<file path="config.mk">
export PLATFORM = sky130hd
export DESIGN_NAME = control_sequencer_flat
export DESIGN_NICKNAME = d
export VERILOG_FILES = /design/src/rtl/cpu_ctrl_pkg.sv /design/src/rtl/control_sequencer_if.sv /design/src/rtl/mem_wait_ctr.sv /design/src/rtl/control_sequencer.sv /design/src/flat_wrapper.sv
export SDC_FILE = /design/constraint.sdc
export NUM_CORES = 1
export LEC_CHECK = 0
export ABC_AREA = 1
export BUFFER_PORTS_ARGS = -buffer_cell sky130_fd_sc_hd__buf_4
export CORE_MARGIN = 4
export CORE_UTILIZATION = 43
export CTS_CLUSTER_DIAMETER = 40
export DETAILED_ROUTE_END_ITERATION = 7
export PLACE_DENSITY = 0.82
export SETUP_SLACK_MARGIN = 0.5
export SLEW_MARGIN = 5
export SYNTH_ARGS = -nofsm -noshare
export SYNTH_HDL_FRONTEND = slang
export SYNTH_HIERARCHICAL = 1
export SYNTH_SLANG_ARGS = --single-unit
</file>
<file path="constraint.sdc">
create_clock -name clk -period 1.7 [get_ports clk]
set_input_delay 0.085 -clock clk [delete_from_list [all_inputs] [get_ports clk]]
set_output_delay 0.085 -clock clk [all_outputs]
set_load 0.01 [all_outputs]
</file>
<file path="src/rtl/cpu_ctrl_pkg.sv">
// rtl/cpu_ctrl_pkg.sv - states, opcode classes and ALU map for the control sequencer
package cpu_ctrl_pkg;

    typedef enum logic [3:0] {
        S_RESET, S_IDLE,
        S_T0, S_T1, S_T2, S_T3, S_T4, S_T5, S_T6, S_T7,
        S_HALTED
    } state_t;

    typedef enum logic [3:0] {
        CLS_LD, CLS_LDI, CLS_ST, CLS_ALU_R, CLS_ALU_I,
        CLS_BR, CLS_NOP, CLS_HALT, CLS_ILLEGAL
    } opc_class_t;

    localparam logic [4:0] OPC_LD       = 5'b00000;
    localparam logic [4:0] OPC_LDI      = 5'b00001;
    localparam logic [4:0] OPC_ST       = 5'b00010;
    localparam logic [4:0] OPC_ALU_R_LO = 5'b00011;
    localparam logic [4:0] OPC_ALU_R_HI = 5'b01011;
    localparam logic [4:0] OPC_ADDI     = 5'b01100;
    localparam logic [4:0] OPC_ANDI     = 5'b01101;
    localparam logic [4:0] OPC_ORI      = 5'b01110;
    localparam logic [4:0] OPC_BR       = 5'b10010;
    localparam logic [4:0] OPC_NOP      = 5'b11010;
    localparam logic [4:0] OPC_HALT     = 5'b11011;

    localparam logic [4:0] ALU_ADD = 5'b00011;
    localparam logic [4:0] ALU_SUB = 5'b00100;
    localparam logic [4:0] ALU_AND = 5'b00101;
    localparam logic [4:0] ALU_OR  = 5'b00110;

    function automatic opc_class_t classify(input logic [4:0] opc);
        opc_class_t c;
        if (opc == OPC_LD)                                    c = CLS_LD;
        else if (opc == OPC_LDI)                              c = CLS_LDI;
        else if (opc == OPC_ST)                               c = CLS_ST;
        else if (opc >= OPC_ALU_R_LO && opc <= OPC_ALU_R_HI)  c = CLS_ALU_R;
        else if (opc >= OPC_ADDI && opc <= OPC_ORI)           c = CLS_ALU_I;
        else if (opc == OPC_BR)                               c = CLS_BR;
        else if (opc == OPC_NOP)                              c = CLS_NOP;
        else if (opc == OPC_HALT)                             c = CLS_HALT;
        else                                                  c = CLS_ILLEGAL;
        return c;
    endfunction

    // Register-form ALU opcodes share their encoding with the ALU function;
    // immediates fold onto their register counterpart, everything else adds.
    function automatic logic [4:0] alu_map(input logic [4:0] opc);
        logic [4:0] op;
        if (opc >= OPC_ALU_R_LO && opc <= OPC_ALU_R_HI) op = opc;
        else if (opc == OPC_ANDI)                       op = ALU_AND;
        else if (opc == OPC_ORI)                        op = ALU_OR;
        else                                            op = ALU_ADD;
        return op;
    endfunction

endpackage

</file>
<file path="src/rtl/control_sequencer_if.sv">
// rtl/control_sequencer_if.sv - control bus between sequencer and datapath
interface control_sequencer_if #(
    parameter int OPC_W    = 5,
    parameter int ALU_OP_W = 5
);
    logic [OPC_W-1:0]    ir_opcode;
    logic                con_ff;
    logic                mem_ready;
    logic                pause;

    logic PCout, ZLowOut, ZHighOut, MDRout, Cout, BAout, Rout;
    logic PCin, MARin, MDRin, IRin, Yin, Zin, Rin, CONin;
    logic Gra, Grb, Grc, IncPC, MDRread, W_sig;
    logic [ALU_OP_W-1:0] operation;
    logic                Clear;
    logic                run;
    logic [3:0]          step;
    logic                illegal_op;
    logic                mem_timeout;

    modport master (
        input  ir_opcode, con_ff, mem_ready, pause,
        output PCout, ZLowOut, ZHighOut, MDRout, Cout, BAout, Rout,
        output PCin, MARin, MDRin, IRin, Yin, Zin, Rin, CONin,
        output Gra, Grb, Grc, IncPC, MDRread, W_sig,
        output operation, Clear, run, step, illegal_op, mem_timeout
    );

    modport slave (
        output ir_opcode, con_ff, mem_ready, pause,
        input  PCout, ZLowOut, ZHighOut, MDRout, Cout, BAout, Rout,
        input  PCin, MARin, MDRin, IRin, Yin, Zin, Rin, CONin,
        input  Gra, Grb, Grc, IncPC, MDRread, W_sig,
        input  operation, Clear, run, step, illegal_op, mem_timeout
    );
endinterface

</file>
<file path="src/rtl/mem_wait_ctr.sv">
// rtl/mem_wait_ctr.sv - memory stall counter with sticky timeout flag
module mem_wait_ctr #(
    parameter int WAIT_LIMIT    = 15,
    parameter bit ZERO_WAIT_MEM = 1'b0
) (
    input  logic clk,
    input  logic clr,
    input  logic mem_step_i,
    input  logic mem_ready_i,
    output logic advance_o,
    output logic first_o,
    output logic timeout_o
);
    localparam int CW = (WAIT_LIMIT < 2) ? 1 : $clog2(WAIT_LIMIT + 1);
    localparam logic [CW-1:0] LAST = CW'(WAIT_LIMIT - 1);

    logic [CW-1:0] cnt_q, cnt_d;
    logic          timeout_q, timeout_d;

    // A stall on the final allowed cycle forces the step forward and latches the timeout.
    always_comb begin
        advance_o = 1'b1;
        cnt_d     = '0;
        timeout_d = timeout_q;
        if (mem_step_i && !ZERO_WAIT_MEM && !mem_ready_i) begin
            if (cnt_q == LAST) begin
                timeout_d = 1'b1;
            end else begin
                advance_o = 1'b0;
                cnt_d     = cnt_q + 1'b1;
            end
        end
    end

    // Counter restarts on every new memory step; timeout only clears on clr.
    always_ff @(posedge clk) begin
        if (clr) begin
            cnt_q     <= '0;
            timeout_q <= 1'b0;
        end else begin
            cnt_q     <= cnt_d;
            timeout_q <= timeout_d;
        end
    end

    assign first_o   = (cnt_q == '0);
    assign timeout_o = timeout_q;
endmodule

</file>
<file path="src/rtl/control_sequencer.sv">
// rtl/control_sequencer.sv - hardwired fetch/execute control unit
module control_sequencer
    import cpu_ctrl_pkg::*;
#(
    parameter int OPC_W         = 5,
    parameter int ALU_OP_W      = 5,
    parameter bit ZERO_WAIT_MEM = 1'b0,
    parameter int WAIT_LIMIT    = 15
) (
    input  logic                clk,
    input  logic                clr,
    control_sequencer_if.master bus
);
    state_t          state_q, state_d;
    logic [OPC_W-1:0] opc_raw;
    logic [4:0]      opc;
    opc_class_t      cls;
    logic            mem_step, mem_adv, mem_first;
    state_t          boundary;

    assign opc_raw  = bus.ir_opcode;
    assign opc      = 5'(opc_raw);
    assign cls      = classify(opc);
    assign boundary = bus.pause ? S_IDLE : S_T0;
    assign mem_step = (state_q == S_T1)
                   || (state_q == S_T6 && cls == CLS_LD)
                   || (state_q == S_T7 && cls == CLS_ST);

    mem_wait_ctr #(
        .WAIT_LIMIT   (WAIT_LIMIT),
        .ZERO_WAIT_MEM(ZERO_WAIT_MEM)
    ) u_wait (
        .clk        (clk),
        .clr        (clr),
        .mem_step_i (mem_step),
        .mem_ready_i(bus.mem_ready),
        .advance_o  (mem_adv),
        .first_o    (mem_first),
        .timeout_o  (bus.mem_timeout)
    );

    // Step sequencing: each class ends at the instruction boundary, where pause is sampled.
    always_comb begin
        state_d = state_q;
        case (state_q)
            S_RESET:  state_d = S_T0;
            S_IDLE:   state_d = bus.pause ? S_IDLE : S_T0;
            S_T0:     state_d = S_T1;
            S_T1:     state_d = mem_adv ? S_T2 : S_T1;
            S_T2: begin
                if (cls == CLS_HALT)                              state_d = S_HALTED;
                else if (cls == CLS_NOP || cls == CLS_ILLEGAL)    state_d = boundary;
                else                                              state_d = S_T3;
            end
            S_T3:     state_d = S_T4;
            S_T4:     state_d = S_T5;
            S_T5: begin
                if (cls == CLS_LD || cls == CLS_ST || cls == CLS_BR) state_d = S_T6;
                else                                                 state_d = boundary;
            end
            S_T6: begin
                if (cls == CLS_LD)      state_d = mem_adv ? S_T7 : S_T6;
                else if (cls == CLS_ST) state_d = S_T7;
                else                    state_d = boundary;
            end
            S_T7: begin
                if (cls == CLS_ST) state_d = mem_adv ? boundary : S_T7;
                else               state_d = boundary;
            end
            S_HALTED: state_d = S_HALTED;
            default:  state_d = S_RESET;
        endcase
    end

    // State register; clr aborts whatever step is in flight.
    always_ff @(posedge clk) begin
        if (clr) state_q <= S_RESET;
        else     state_q <= state_d;
    end

    // Strobe decode from the current step and opcode class.
    always_comb begin
        bus.PCout = 1'b0; bus.ZLowOut = 1'b0; bus.ZHighOut = 1'b0; bus.MDRout = 1'b0;
        bus.Cout  = 1'b0; bus.BAout   = 1'b0; bus.Rout     = 1'b0;
        bus.PCin  = 1'b0; bus.MARin   = 1'b0; bus.MDRin    = 1'b0; bus.IRin   = 1'b0;
        bus.Yin   = 1'b0; bus.Zin     = 1'b0; bus.Rin      = 1'b0; bus.CONin  = 1'b0;
        bus.Gra   = 1'b0; bus.Grb     = 1'b0; bus.Grc      = 1'b0; bus.IncPC  = 1'b0;
        bus.MDRread = 1'b0; bus.W_sig = 1'b0;
        bus.operation  = '0;
        bus.Clear      = 1'b0;
        bus.run        = 1'b1;
        bus.step       = 4'd0;
        bus.illegal_op = 1'b0;
        case (state_q)
            S_RESET:  bus.Clear = 1'b1;
            S_HALTED: bus.run   = 1'b0;
            S_T0: begin
                bus.step = 4'd0;
                bus.PCout = 1'b1; bus.MARin = 1'b1; bus.IncPC = 1'b1; bus.Zin = 1'b1;
            end
            S_T1: begin
                bus.step = 4'd1;
                bus.ZLowOut = 1'b1; bus.MDRread = 1'b1; bus.MDRin = 1'b1;
                bus.PCin = mem_first;
            end
            S_T2: begin
                bus.step = 4'd2;
                bus.MDRout = 1'b1; bus.IRin = 1'b1;
                bus.illegal_op = (cls == CLS_ILLEGAL);
            end
            S_T3: begin
                bus.step = 4'd3;
                case (cls)
                    CLS_ALU_R, CLS_ALU_I:     begin bus.Grb = 1'b1; bus.Rout  = 1'b1; bus.Yin = 1'b1; end
                    CLS_LDI, CLS_LD, CLS_ST:  begin bus.Grb = 1'b1; bus.BAout = 1'b1; bus.Yin = 1'b1; end
                    CLS_BR:                   begin bus.Gra = 1'b1; bus.Rout  = 1'b1; bus.CONin = 1'b1; end
                    default: ;
                endcase
            end
            S_T4: begin
                bus.step = 4'd4;
                case (cls)
                    CLS_ALU_R: begin
                        bus.Grc = 1'b1; bus.Rout = 1'b1; bus.Zin = 1'b1;
                        bus.operation = ALU_OP_W'(alu_map(opc));
                    end
                    CLS_ALU_I, CLS_LDI, CLS_LD, CLS_ST: begin
                        bus.Cout = 1'b1; bus.Zin = 1'b1;
                        bus.operation = ALU_OP_W'(alu_map(opc));
                    end
                    CLS_BR: begin bus.PCout = 1'b1; bus.Yin = 1'b1; end
                    default: ;
                endcase
            end
            S_T5: begin
                bus.step = 4'd5;
                case (cls)
                    CLS_ALU_R, CLS_ALU_I, CLS_LDI: begin bus.ZLowOut = 1'b1; bus.Gra = 1'b1; bus.Rin = 1'b1; end
                    CLS_LD, CLS_ST:                begin bus.ZLowOut = 1'b1; bus.MARin = 1'b1; end
                    CLS_BR: begin
                        bus.Cout = 1'b1; bus.Zin = 1'b1;
                        bus.operation = ALU_OP_W'(ALU_ADD);
                    end
                    default: ;
                endcase
            end
            S_T6: begin
                bus.step = 4'd6;
                case (cls)
                    CLS_LD: begin bus.MDRread = 1'b1; bus.MDRin = 1'b1; end
                    CLS_ST: begin bus.Gra = 1'b1; bus.Rout = 1'b1; bus.MDRin = 1'b1; end
                    CLS_BR: begin bus.ZLowOut = bus.con_ff; bus.PCin = bus.con_ff; end
                    default: ;
                endcase
            end
            S_T7: begin
                bus.step = 4'd7;
                case (cls)
                    CLS_LD:  begin bus.MDRout = 1'b1; bus.Gra = 1'b1; bus.Rin = 1'b1; end
                    CLS_ST:  bus.W_sig = 1'b1;
                    default: ;
                endcase
            end
            default: ;
        endcase
    end
endmodule

</file>
<file path="src/flat_wrapper.sv">
// flat-port wrapper written by rule: the top's interface ports become plain ports
module control_sequencer_flat import cpu_ctrl_pkg::*;
#(
    parameter int OPC_W         = 5,
    parameter int ALU_OP_W      = 5,
    parameter bit ZERO_WAIT_MEM = 1'b0,
    parameter int WAIT_LIMIT    = 15
)
  (clk, clr, bus_ir_opcode, bus_con_ff, bus_mem_ready, bus_pause, bus_PCout, bus_ZLowOut, bus_ZHighOut, bus_MDRout, bus_Cout, bus_BAout, bus_Rout, bus_PCin, bus_MARin, bus_MDRin, bus_IRin, bus_Yin, bus_Zin, bus_Rin, bus_CONin, bus_Gra, bus_Grb, bus_Grc, bus_IncPC, bus_MDRread, bus_W_sig, bus_operation, bus_Clear, bus_run, bus_step, bus_illegal_op, bus_mem_timeout);
  control_sequencer_if #(.OPC_W(OPC_W), .ALU_OP_W(ALU_OP_W)) bus_i ();
  input  logic clk;
  input  logic clr;
  input wire logic [$bits(bus_i.ir_opcode)-1:0] bus_ir_opcode;
  input wire logic [$bits(bus_i.con_ff)-1:0] bus_con_ff;
  input wire logic [$bits(bus_i.mem_ready)-1:0] bus_mem_ready;
  input wire logic [$bits(bus_i.pause)-1:0] bus_pause;
  output wire logic [$bits(bus_i.PCout)-1:0] bus_PCout;
  output wire logic [$bits(bus_i.ZLowOut)-1:0] bus_ZLowOut;
  output wire logic [$bits(bus_i.ZHighOut)-1:0] bus_ZHighOut;
  output wire logic [$bits(bus_i.MDRout)-1:0] bus_MDRout;
  output wire logic [$bits(bus_i.Cout)-1:0] bus_Cout;
  output wire logic [$bits(bus_i.BAout)-1:0] bus_BAout;
  output wire logic [$bits(bus_i.Rout)-1:0] bus_Rout;
  output wire logic [$bits(bus_i.PCin)-1:0] bus_PCin;
  output wire logic [$bits(bus_i.MARin)-1:0] bus_MARin;
  output wire logic [$bits(bus_i.MDRin)-1:0] bus_MDRin;
  output wire logic [$bits(bus_i.IRin)-1:0] bus_IRin;
  output wire logic [$bits(bus_i.Yin)-1:0] bus_Yin;
  output wire logic [$bits(bus_i.Zin)-1:0] bus_Zin;
  output wire logic [$bits(bus_i.Rin)-1:0] bus_Rin;
  output wire logic [$bits(bus_i.CONin)-1:0] bus_CONin;
  output wire logic [$bits(bus_i.Gra)-1:0] bus_Gra;
  output wire logic [$bits(bus_i.Grb)-1:0] bus_Grb;
  output wire logic [$bits(bus_i.Grc)-1:0] bus_Grc;
  output wire logic [$bits(bus_i.IncPC)-1:0] bus_IncPC;
  output wire logic [$bits(bus_i.MDRread)-1:0] bus_MDRread;
  output wire logic [$bits(bus_i.W_sig)-1:0] bus_W_sig;
  output wire logic [$bits(bus_i.operation)-1:0] bus_operation;
  output wire logic [$bits(bus_i.Clear)-1:0] bus_Clear;
  output wire logic [$bits(bus_i.run)-1:0] bus_run;
  output wire logic [$bits(bus_i.step)-1:0] bus_step;
  output wire logic [$bits(bus_i.illegal_op)-1:0] bus_illegal_op;
  output wire logic [$bits(bus_i.mem_timeout)-1:0] bus_mem_timeout;
  assign bus_i.ir_opcode = bus_ir_opcode;
  assign bus_i.con_ff = bus_con_ff;
  assign bus_i.mem_ready = bus_mem_ready;
  assign bus_i.pause = bus_pause;
  assign bus_PCout = bus_i.PCout;
  assign bus_ZLowOut = bus_i.ZLowOut;
  assign bus_ZHighOut = bus_i.ZHighOut;
  assign bus_MDRout = bus_i.MDRout;
  assign bus_Cout = bus_i.Cout;
  assign bus_BAout = bus_i.BAout;
  assign bus_Rout = bus_i.Rout;
  assign bus_PCin = bus_i.PCin;
  assign bus_MARin = bus_i.MARin;
  assign bus_MDRin = bus_i.MDRin;
  assign bus_IRin = bus_i.IRin;
  assign bus_Yin = bus_i.Yin;
  assign bus_Zin = bus_i.Zin;
  assign bus_Rin = bus_i.Rin;
  assign bus_CONin = bus_i.CONin;
  assign bus_Gra = bus_i.Gra;
  assign bus_Grb = bus_i.Grb;
  assign bus_Grc = bus_i.Grc;
  assign bus_IncPC = bus_i.IncPC;
  assign bus_MDRread = bus_i.MDRread;
  assign bus_W_sig = bus_i.W_sig;
  assign bus_operation = bus_i.operation;
  assign bus_Clear = bus_i.Clear;
  assign bus_run = bus_i.run;
  assign bus_step = bus_i.step;
  assign bus_illegal_op = bus_i.illegal_op;
  assign bus_mem_timeout = bus_i.mem_timeout;
  control_sequencer #(.OPC_W(OPC_W), .ALU_OP_W(ALU_OP_W), .ZERO_WAIT_MEM(ZERO_WAIT_MEM), .WAIT_LIMIT(WAIT_LIMIT)) u_core (.clk(clk), .clr(clr), .bus(bus_i));
endmodule
</file>
==> results of run 1 <==
==> cell families after synthesis <==
family,after synthesis,synth area share
compound gates,18,0.107
xor+xnor,1,0.00807
fa+ha+maj,3,0.0346
buf+inv,32,0.131
flops,9,0.166
other cells,1,0.00345
simple gates,127,0.550
==> through the flow <==
stage / instance area [µm²] / TNS [ps] / hold WS, ps / std cells / setup WS, ps
floorplan: 1100 / -79.8 / 150 / 193 / -76.6
global placement: 1650 / -67.3 / 293 / 289 / -67.3
detailed placement: 1650 / -142 / 292 / 289 / -115
CTS: 2130 / -55.6 / 20.4 / 315 / -51.1
==> repair_timing <==
item                                    in CTS
buffers inserted                            22
resized for setup                           94
pin swaps                                   29
endpoints found under the setup margin      37
==> results.yml, run 1 <==
place:
  place.detailed.hpwl_um: 3180
  routabilityCongestion: 0.976
  port_buffers: 40
synth:
  netlist_area_um2: 1090
  synth-async-reset-ratio: 0
  yosysWarnings: 6
  synth.avg_cell_area_um2: 5.69
  yosysMostFrequentCell: "nand2_1"
  synth_largest_area_cell: "dfxtp_1"
  synth-edff-count: 0
  synth_seq_cells: 9
  synth_cell_types: 27
  synth_common_cells: "nand2_1, nor2_1, inv_1"
  yosysTopAreaCellShare: 0.166
  synthTopCellsByArea: "dfxtp_1, nand2_1, nor2_1, nand3_1, inv_1"
  synth_flop_cell: "dfxtp_1"
  ys_seq_area_frac: 0.166
  synthCells: 191
clocking:
  clkSinkCount: 9
  cts-root-buf: "clkbuf_4"
  numCtsBuffers: 3
  cts_buffer_depth: 2
  ctsHoldBuffers: 0
  htree_levels: 1
grt:
  grt_max_degree: 9
sta:
  crit_endpoint: "u_core/state_q[1]$_SDFF_PP0_/D"
  worst-ep-kind: "register input"
status:
  haltStage: "global routing (5_1_grt)"
  first-error: "[ERROR DPL-0038] Utilization greater than 100%, impossible to legalize"
  status: "stopped before the end"
floorplan:
  fp.dieW_um: 58.3
  start_util: 0.473
  rows: 17
  die_y_um: 58.3
  pin_count: 44
==> inputs of run 2 (changes only) <==
CORE_AREA = 4 4 65 67   (was not set)
CORE_MARGIN = not set   (was 4)
CORE_UTILIZATION = not set   (was 43)
CTS_CLUSTER_DIAMETER = not set   (was 40)
DIE_AREA = 0 0 69 71   (was not set)
PLACE_DENSITY = not set   (was 0.82)
PLACE_DENSITY_LB_ADDON = 0.15   (was not set)
SETUP_SLACK_MARGIN = not set   (was 0.5)
clock period = 2.2 ns   (was 1.7 ns; I/O delays follow)
==> run 2 against run 1 <==
The run now ends clean. Synthesized area unchanged. Synthesized cell count unchanged.
==> results.yml, run 2 <==
place:
  dp_cells: 281
  port_buffers: 40
  dpl-instance-area_um2: 1450
  routabilityCongestion: 0.814
  place.detailed.hpwl_um: 2990
floorplan:
  pin_count: 44
  rows: 22
  dieArea_um2: 4900
  start_util: 0.299
  fp.coreArea_um2: 3630
  die_y_um: 71
  fp.dieW_um: 69
synth:
  yosysWarnings: 6
  synthCells: 191
  synth_common_cells: "nand2_1, nor2_1, inv_1"
  synth_seq_cells: 9
  yosysTopAreaCellShare: 0.166
  synth-async-reset-ratio: 0
  synth.avg_cell_area_um2: 5.69
  synthTopCellsByArea: "dfxtp_1, nand2_1, nor2_1, nand3_1, inv_1"
  synth_cell_types: 27
  netlist_area_um2: 1090
  synth_largest_area_cell: "dfxtp_1"
  yosysMostFrequentCell: "nand2_1"
  synth-edff-count: 0
  synth_flop_cell: "dfxtp_1"
  ys_seq_area_frac: 0.166
finish:
  drive_gt1_frac: 0.290
  final-seq-area_um2: 180
  mostFrequentLayoutCells: "buf_4, nand2_1, nor2_1"
  synthToLayoutAreaGrowth_pct: 38.8
  final_common_cell: "buf_4"
  final_cells: 286
  fill_cells: 428
  antennaDiodeCount: 0
  stdcell_area_um2: 1510
  multi_input_area_um2: 776
  fin_nets: 252
  utilization: 0.415
worst_hold_path:
  hold_end: "u_core/u_wait/timeout_o$_SDFFE_PP0P_"
  hold_depth: 2
  hp-class: "input port to flip-flop"
  worstHoldStart: "clr"
drt:
  first_pass_iters: 4
  via_count: 1400
  drcViolationCount: 0
  drt_iter0_drc: 155
  postRouteAntennaNets: 0
  detail_route.wl_per_cell_um: 12.5
  wirelength_um: 3570
  via_per_inst: 4.90
clocking:
  clk_latency_ps: 230
  cts_tree: "built"
  clkSinkCount: 9
  htree_levels: 1
  cts_buffer_depth: 2
  clk_pin_slew_ps: 50
  numCtsBuffers: 3
  ctsHoldBuffers: 0
  cts-root-buf: "clkbuf_8"
setup_path:
  rr_endpoint: "u_core/state_q[1]$_SDFF_PP0_"
  r2r_setup_slack_ps: 230
  worstPathRequired_ps: 2320
  r2r-start: "u_core/state_q[3]$_SDFF_PP0_"
  cp.arrival_ps: 2090
  end_kind: "flip-flop"
  worstSetupPathType: "flip-flop to flip-flop"
  worst_r2r_path_depth: 14
  cp-start-kind: "flip-flop"
  cp_max_fo: 4
grt:
  grt_util_all_layers: 0.146
  grt_pass1_vias: 1277
  antenna_found_initial: 0
  grt_first_pass_wirelength_um: 5930
  grt-ovfl-total: 0
  grt_max_degree: 10
sta:
  hold_violations: 0
  max_freq_mhz: 509
  fin_tns_setup_ps: 0
  setup_viol: 0
  rsz0062_at_grt: "false"
  slew_violations: 0
  finalClockSkew_ps: 3.63
  finalCritPeriodShare: 0.894
  period_minus_slack_ps: 1970
power:
  p_per_area_nw_per_um2: 429
  vdd_drop_max_mv: 0.306
  leakage_nw: 0.752
job:
  drv_cap: 0
status:
  status: "finished clean"
-- run 2: cell counts after synthesis --
No cell type changed its count.
-- run 2: layout make-up --
cell class / instances / area share
inverters: 27 / 0.0672
repair buffers: 46 / 0.229
multi-input cells: 152 / 0.515
well taps: 48 / 0.0398
flip-flops and latches: 9 / 0.120
clock buffers: 4 / 0.0299
-- run 2: critical path, stage by stage, from the launching register on --
cell and delay (ps):
dfxtp_1 350, inv_1 80, nand2_1 140, nor2_1 90
inv_1 140, o21ai_2 80, or2_1 230, nand3_1 110
inv_1 90, nand2_1 120, nand2_1 60, nor2_1 110
nand4_1 100, nor2_1 110, nor2_1 40
-- run 2: worst max-delay path by stage --
| stage | from | to | slack, ps | depth (start not counted) |
|---|---|---|---|---|
| CTS | u_core/state_q[2]$_SDFF_PP0_ | u_core/state_q[1]$_SDFF_PP0_ | 260 | 13 |
| floorplan | u_core/state_q[2]$_SDFF_PP0_ | u_core/state_q[0]$_SDFF_PP0_ | 300 | 13 |
| detailed placement | u_core/state_q[3]$_SDFF_PP0_ | u_core/state_q[1]$_SDFF_PP0_ | 270 | 14 |
| global route | u_core/state_q[2]$_SDFF_PP0_ | u_core/state_q[1]$_SDFF_PP0_ | 20 | 13 |
| finish | u_core/state_q[3]$_SDFF_PP0_ | u_core/state_q[1]$_SDFF_PP0_ | 230 | 14 |
| global placement | u_core/state_q[3]$_SDFF_PP0_ | u_core/state_q[1]$_SDFF_PP0_ | 280 | 14 |
-- run 2: logic make-up after synthesis --
logic type | after synthesis | share of synthesized area
adders and majority gates | 3 | 0.0346
buffers and inverters | 32 | 0.131
AOI/OAI and AO/OA | 18 | 0.107
and+or+nand+nor | 127 | 0.550
other | 1 | 0.00345
xor gates and xnor gates | 1 | 0.00807
DFF | 9 | 0.166
-- run 2: what timing repair did --
action | CTS | global route
setup endpoints to repair | 0 | 2
gates resized for setup | 0 | 2
hold endpoints to repair | 0 | 0
setup buffers | 0 | 1
-- run 2: per-layer routing --
metal	GRT usage	up-vias	share of wire
met5	0	-	0
met4	0.0304	0	0.0039
met3	0.0355	2	0.084
met2	0.231	58	0.44
met1	0.202	621	0.47
li1	-	719	-
-- run 2: metrics by stage --
| stage | total power [mW] | worst slack, ps | hold WS (ps) |
|---|---|---|---|
| final | 0.647 | 234 | 92.2 |
| after CTS | 0.654 | 257 | 86.8 |
| after detailed placement | 0.456 | 271 | 333 |
| after global routing | 0.698 | 19.3 | 90.7 |
| after global placement | 0.460 | 277 | 335 |
| after floorplan | 0.342 | 304 | 179 |
-- run 2: report_power, final --
| group | internal (mW) | total (mW) | leakage, nW | switching, mW |
|---|---|---|---|---|
| registers | 0.173 | 0.185 | 0.0731 | 0.0114 |
| clock network | 0.126 | 0.190 | 0.0228 | 0.0636 |
| logic | 0.114 | 0.273 | 0.656 | 0.159 |
| total | 0.413 | 0.647 | 0.752 | 0.234 |
(Power assumes the default switching activity.)
==> inputs of run 3 (changes only) <==
==> constraint.sdc (replaced) <==
create_clock -name clk -period 2.2 [get_ports clk]
set_input_delay 0.22 -clock clk [delete_from_list [all_inputs] [get_ports clk]]
set_output_delay 0.22 -clock clk [all_outputs]
set_load 0.01 [all_outputs]
==> run 3 against run 2 <==
Critical path depth down 7. Combinational power about the same. Count of clock-buffer cells in the layout unchanged. Critical endpoint is now bus_Gra. Largest cell class unchanged.
==> results.yml, run 3 (same netlist as run 2, synthesis figures left out) <==
place:
  place.detailed.hpwl_um: 2980
  dpl-instance-area_um2: 1460
  port_buffers: 40
  routabilityCongestion: 0.865
floorplan:
  rows: 22
  start_util: 0.299
  dieArea_um2: 4900
  fp.coreArea_um2: 3630
  fp.dieW_um: 69
  die_y_um: 71
  pin_count: 44
grt:
  grt_max_degree: 9
  grt_util_all_layers: 0.146
  grt-ovfl-total: 0
  antenna_found_initial: 0
  grt_pass1_vias: 1337
  grt_first_pass_wirelength_um: 6090
clocking:
  cts_setup_buffers: 0
  ctsHoldBuffers: 0
  htree_levels: 1
  post_cts_resize_count: 0
  clk_pin_slew_ps: 50
  cts_tree: "built"
  numCtsBuffers: 3
  clkSinkCount: 9
  cts_buffer_depth: 2
  cts-root-buf: "clkbuf_8"
  clk_latency_ps: 230
finish:
  drive_gt1_frac: 0.298
  synthToLayoutAreaGrowth_pct: 39.1
  antennaDiodeCount: 0
  mostFrequentLayoutCells: "buf_4, nand2_1, nor2_1"
  final_common_cell: "buf_4"
  fill_cells: 410
  fin_nets: 252
  stdcell_area_um2: 1510
sta:
  rsz0062_at_grt: "false"
  finalClockSkew_ps: 5.00
  setup_viol: 0
  finalCritPeriodShare: 0.869
  fin_tns_setup_ps: 0
  period_minus_slack_ps: 1910
  whs_ps: 212
  max_freq_mhz: 523
  hold_violations: 0
  slew_violations: 0
drt:
  detail_route.wl_per_cell_um: 12.6
  postRouteAntennaNets: 0
  drt_iter0_drc: 104
  via_count: 1380
  first_pass_iters: 4
  drcViolationCount: 0
  via_per_inst: 4.83
  wirelength_um: 3590
power:
  leakage_nw: 0.750
  clkPwrFrac: 0.290
  p_int_mw: 0.412
  comb_power_share: 0.425
  sequentialPowerShare: 0.286
  p_per_area_nw_per_um2: 427
  vdd_drop_max_mv: 0.411
  switching_share: 0.362
  power_switching_mw: 0.233
setup_path:
  slowest_delay_ps: 330
  worstSetupPathType: "flip-flop to output port"
  cp-start-kind: "flip-flop"
  slowest_stage: "dfxtp_1"
  cp_max_fo: 6
  path_cells: "inv_1 -> nand2_1 -> nor2_1 -> inv_1 -> a31o_2 -> nand3_1 -> buf_4"
  worstPathRequired_ps: 1980
  cp.arrival_ps: 1690
  critPathMostFrequentCell: "inv_1"
  end_kind: "output port"
  r2r_setup_slack_ps: 300
worst_hold_path:
  hp-class: "input port to flip-flop"
status:
  status: "finished clean"
job:
  drv_cap: 0
run 3: cell count changes in the layout (fill, tap and decap cells not counted):
cell | before | now
nand2_2 | 3 | 4
nand2_1 | 42 | 41
inv_1 | 24 | 23
inv_2 | 3 | 4
run 3: power groups by stage:
stage	sequential (mW)	clock [mW]	combinational (mW)
floorplan	0.184	0	0.158
global placement	0.188	0	0.274
detailed placement	0.187	0	0.272
CTS	0.184	0.196	0.272
global route	0.186	0.207	0.307
finish	0.184	0.187	0.274
run 3: critical path: cells and delay by family (launching register included):
kind | cells | cell delay, ps
and+or+nand+nor | 3 | 470
buffers and inverters | 3 | 390
DFF | 1 | 330
AOI/OAI and AO/OA | 1 | 260
run 3: stage by stage:
stage	cells	setup slack [ps]	power [mW]	util
floorplan	193	304	0.342	-
global placement	282	215	0.461	0.401
detailed placement	282	220	0.458	0.401
CTS	286	208	0.653	0.414
global route	286	21.2	0.700	0.416
finish	286	289	0.646	0.416
run 3: layer usage:
layer  vias to the layer above  track usage  part of all wire
met1                       603        0.195              0.47
met3                         8       0.0483             0.075
li1                        717            -                 -
met5                         -            0                 0
met2                        52        0.220              0.44
met4                         0       0.0521             0.018
run 3: cell type report:
cell class,instances,area (µm²),area share
Timing Repair Buffer,46,345,0.229
Clock buffer,4,45.0,0.0298
Sequential cell,9,180,0.119
Tap cell,48,60.1,0.0398
Inverter,27,101,0.0671
Multi-Input combinational cell,152,778,0.515
run 3: final timing paths:
check	from	end	cells after the start
worst max-delay path	u_core/state_q[3]$_SDFF_PP0_	bus_Gra	7
worst min-delay path	clr	u_core/u_wait/timeout_o$_SDFFE_PP0P_	2
worst max register to register	u_core/state_q[2]$_SDFF_PP0_	u_core/state_q[0]$_SDFF_PP0_	13
worst min register to register	u_core/u_wait/cnt_q[0]$_SDFF_PP0_	u_core/u_wait/cnt_q[0]$_SDFF_PP0_	1
==> inputs of run 4 (changes only) <==
MAX_ROUTING_LAYER = met4   (was not set)
==> run 4 against run 3 <==
Non-clock buffer count unchanged. Worst setup slack got worse by 1.2 ps. Register-to-register slack about the same. Total power about the same. Largest cell class unchanged.
==> results.yml, run 4 (same netlist as run 2, synthesis figures left out) <==
status:
  status: "finished clean"
finish:
  mostFrequentLayoutCells: "buf_4, nand2_1, nor2_1"
  final-seq-area_um2: 180
  multi_input_area_um2: 778
  fill_cells: 410
  antennaDiodeCount: 0
  drive_gt1_frac: 0.298
  utilization: 0.416
  fin_nets: 252
  final_cells: 286
  final_common_cell: "buf_4"
  synthToLayoutAreaGrowth_pct: 39.1
grt:
  antenna_found_initial: 0
  grt-ovfl-total: 0
  busiest_layer: "met2"
  grt_first_pass_wirelength_um: 6100
  grt_util_met3: 0.0483
  grt_use_met2: 0.220
  grt_util_all_layers: 0.151
  grt_pass1_vias: 1337
  grt_max_degree: 9
  grt_use_met1: 0.195
drt:
  drcViolationCount: 0
  via_per_inst: 4.84
  wirelength_um: 3600
  postRouteAntennaNets: 0
  first_pass_iters: 4
  detail_route.wl_per_cell_um: 12.6
  via_count: 1384
  drt_iter0_drc: 102
sta:
  slew_violations: 0
  hold_violations: 0
  period_minus_slack_ps: 1910
  whs_ps: 212
  max_freq_mhz: 523
  finalCritPeriodShare: 0.869
  rsz0062_at_grt: "false"
  fin_tns_setup_ps: 0
  finalClockSkew_ps: 5.37
  setup_viol: 0
clocking:
  cts_buffer_depth: 2
  cts_setup_buffers: 0
  clk_pin_slew_ps: 50
  htree_levels: 1
  cts_tree: "built"
  clkSinkCount: 9
  numCtsBuffers: 3
  cts-root-buf: "clkbuf_8"
  clk_latency_ps: 230
place:
  port_buffers: 40
  dp_cells: 282
  place.detailed.hpwl_um: 2980
  routabilityCongestion: 0.879
worst_hold_path:
  hp-class: "input port to flip-flop"
floorplan:
  start_util: 0.299
  dieArea_um2: 4900
  die_y_um: 71
  fp.coreArea_um2: 3630
  fp.dieW_um: 69
  rows: 22
  pin_count: 44
power:
  leakage_nw: 0.750
  p_per_area_nw_per_um2: 427
  vdd_drop_max_mv: 0.412
setup_path:
  critPathMostFrequentCell: "inv_1"
  cp_max_fo: 6
  slowest_stage: "dfxtp_1"
  worstSetupPathType: "flip-flop to output port"
  slowest_delay_ps: 330
  cp.arrival_ps: 1690
  path_cells: "inv_1 -> nand2_1 -> nor2_1 -> inv_1 -> a31o_2 -> nand3_1 -> buf_4"
  r2r_setup_slack_ps: 310
  worstPathRequired_ps: 1980
  cp-start-kind: "flip-flop"
  end_kind: "output port"
job:
  drv_cap: 0
==> run 4: cell counts in the layout (fill, tap and decap cells not counted) <==
Identical to the previous run, type by type.
==> run 4: metrics by stage <==
step	instance area [µm²]	worst slack, ps	power (mW)
global route	1510	21.2	0.700
floorplan	1090	304	0.342
detailed placement	1460	220	0.458
finish	1510	287	0.645
global placement	1460	215	0.461
CTS	1500	208	0.653
==> run 4: what timing repair did <==
item                       4_1_cts  5_1_grt
hold buffers                     0        0
hold endpoints to repair         0        0
setup endpoints to repair        0        2
resized for setup                0        4
==> run 4: final cells by class <==
cell class | instances | share of cell area
multi-input cells | 152 | 0.515
repair buffers | 46 | 0.229
flip-flops and latches | 9 | 0.119
inverters | 27 | 0.0671
well taps | 48 | 0.0398
clock buffers | 4 | 0.0298
==> run 4: critical path, delay by kind of cell (launching register included) <==
kind	cells	cell delay [ps]
AO/OA/AOI/OAI	1	260
buffers and inverters	3	390
AND/OR/NAND/NOR	3	480
flip-flops	1	330
==> run 4: metal layers <==
layer	share of wire	wire length [µm]	vias up
li1	-	-	717
met1	0.47	1700	608
met2	0.43	1550	49
met3	0.076	274	10
met4	0.021	77	0
met5	0	0	-
==> run 4: path summary, 6_finish.rpt <==
| path | startpoint | to | cells after the start |
|---|---|---|---|
| setup / recovery | u_core/state_q[3]$_SDFF_PP0_ | bus_Gra | 7 |
| hold / removal | clr | u_core/u_wait/timeout_o$_SDFFE_PP0P_ | 2 |
| setup reg to reg | u_core/state_q[3]$_SDFF_PP0_ | u_core/state_q[1]$_SDFF_PP0_ | 14 |
| hold reg to reg | u_core/u_wait/cnt_q[0]$_SDFF_PP0_ | u_core/u_wait/cnt_q[0]$_SDFF_PP0_ | 1 |
==> run 4: report_power, final <==
part / total (mW) / internal, mW / switching [mW]
combinational: 0.274 / 0.113 / 0.161
sequential: 0.184 / 0.173 / 0.0111
clock: 0.187 / 0.126 / 0.0609
total: 0.645 / 0.412 / 0.233
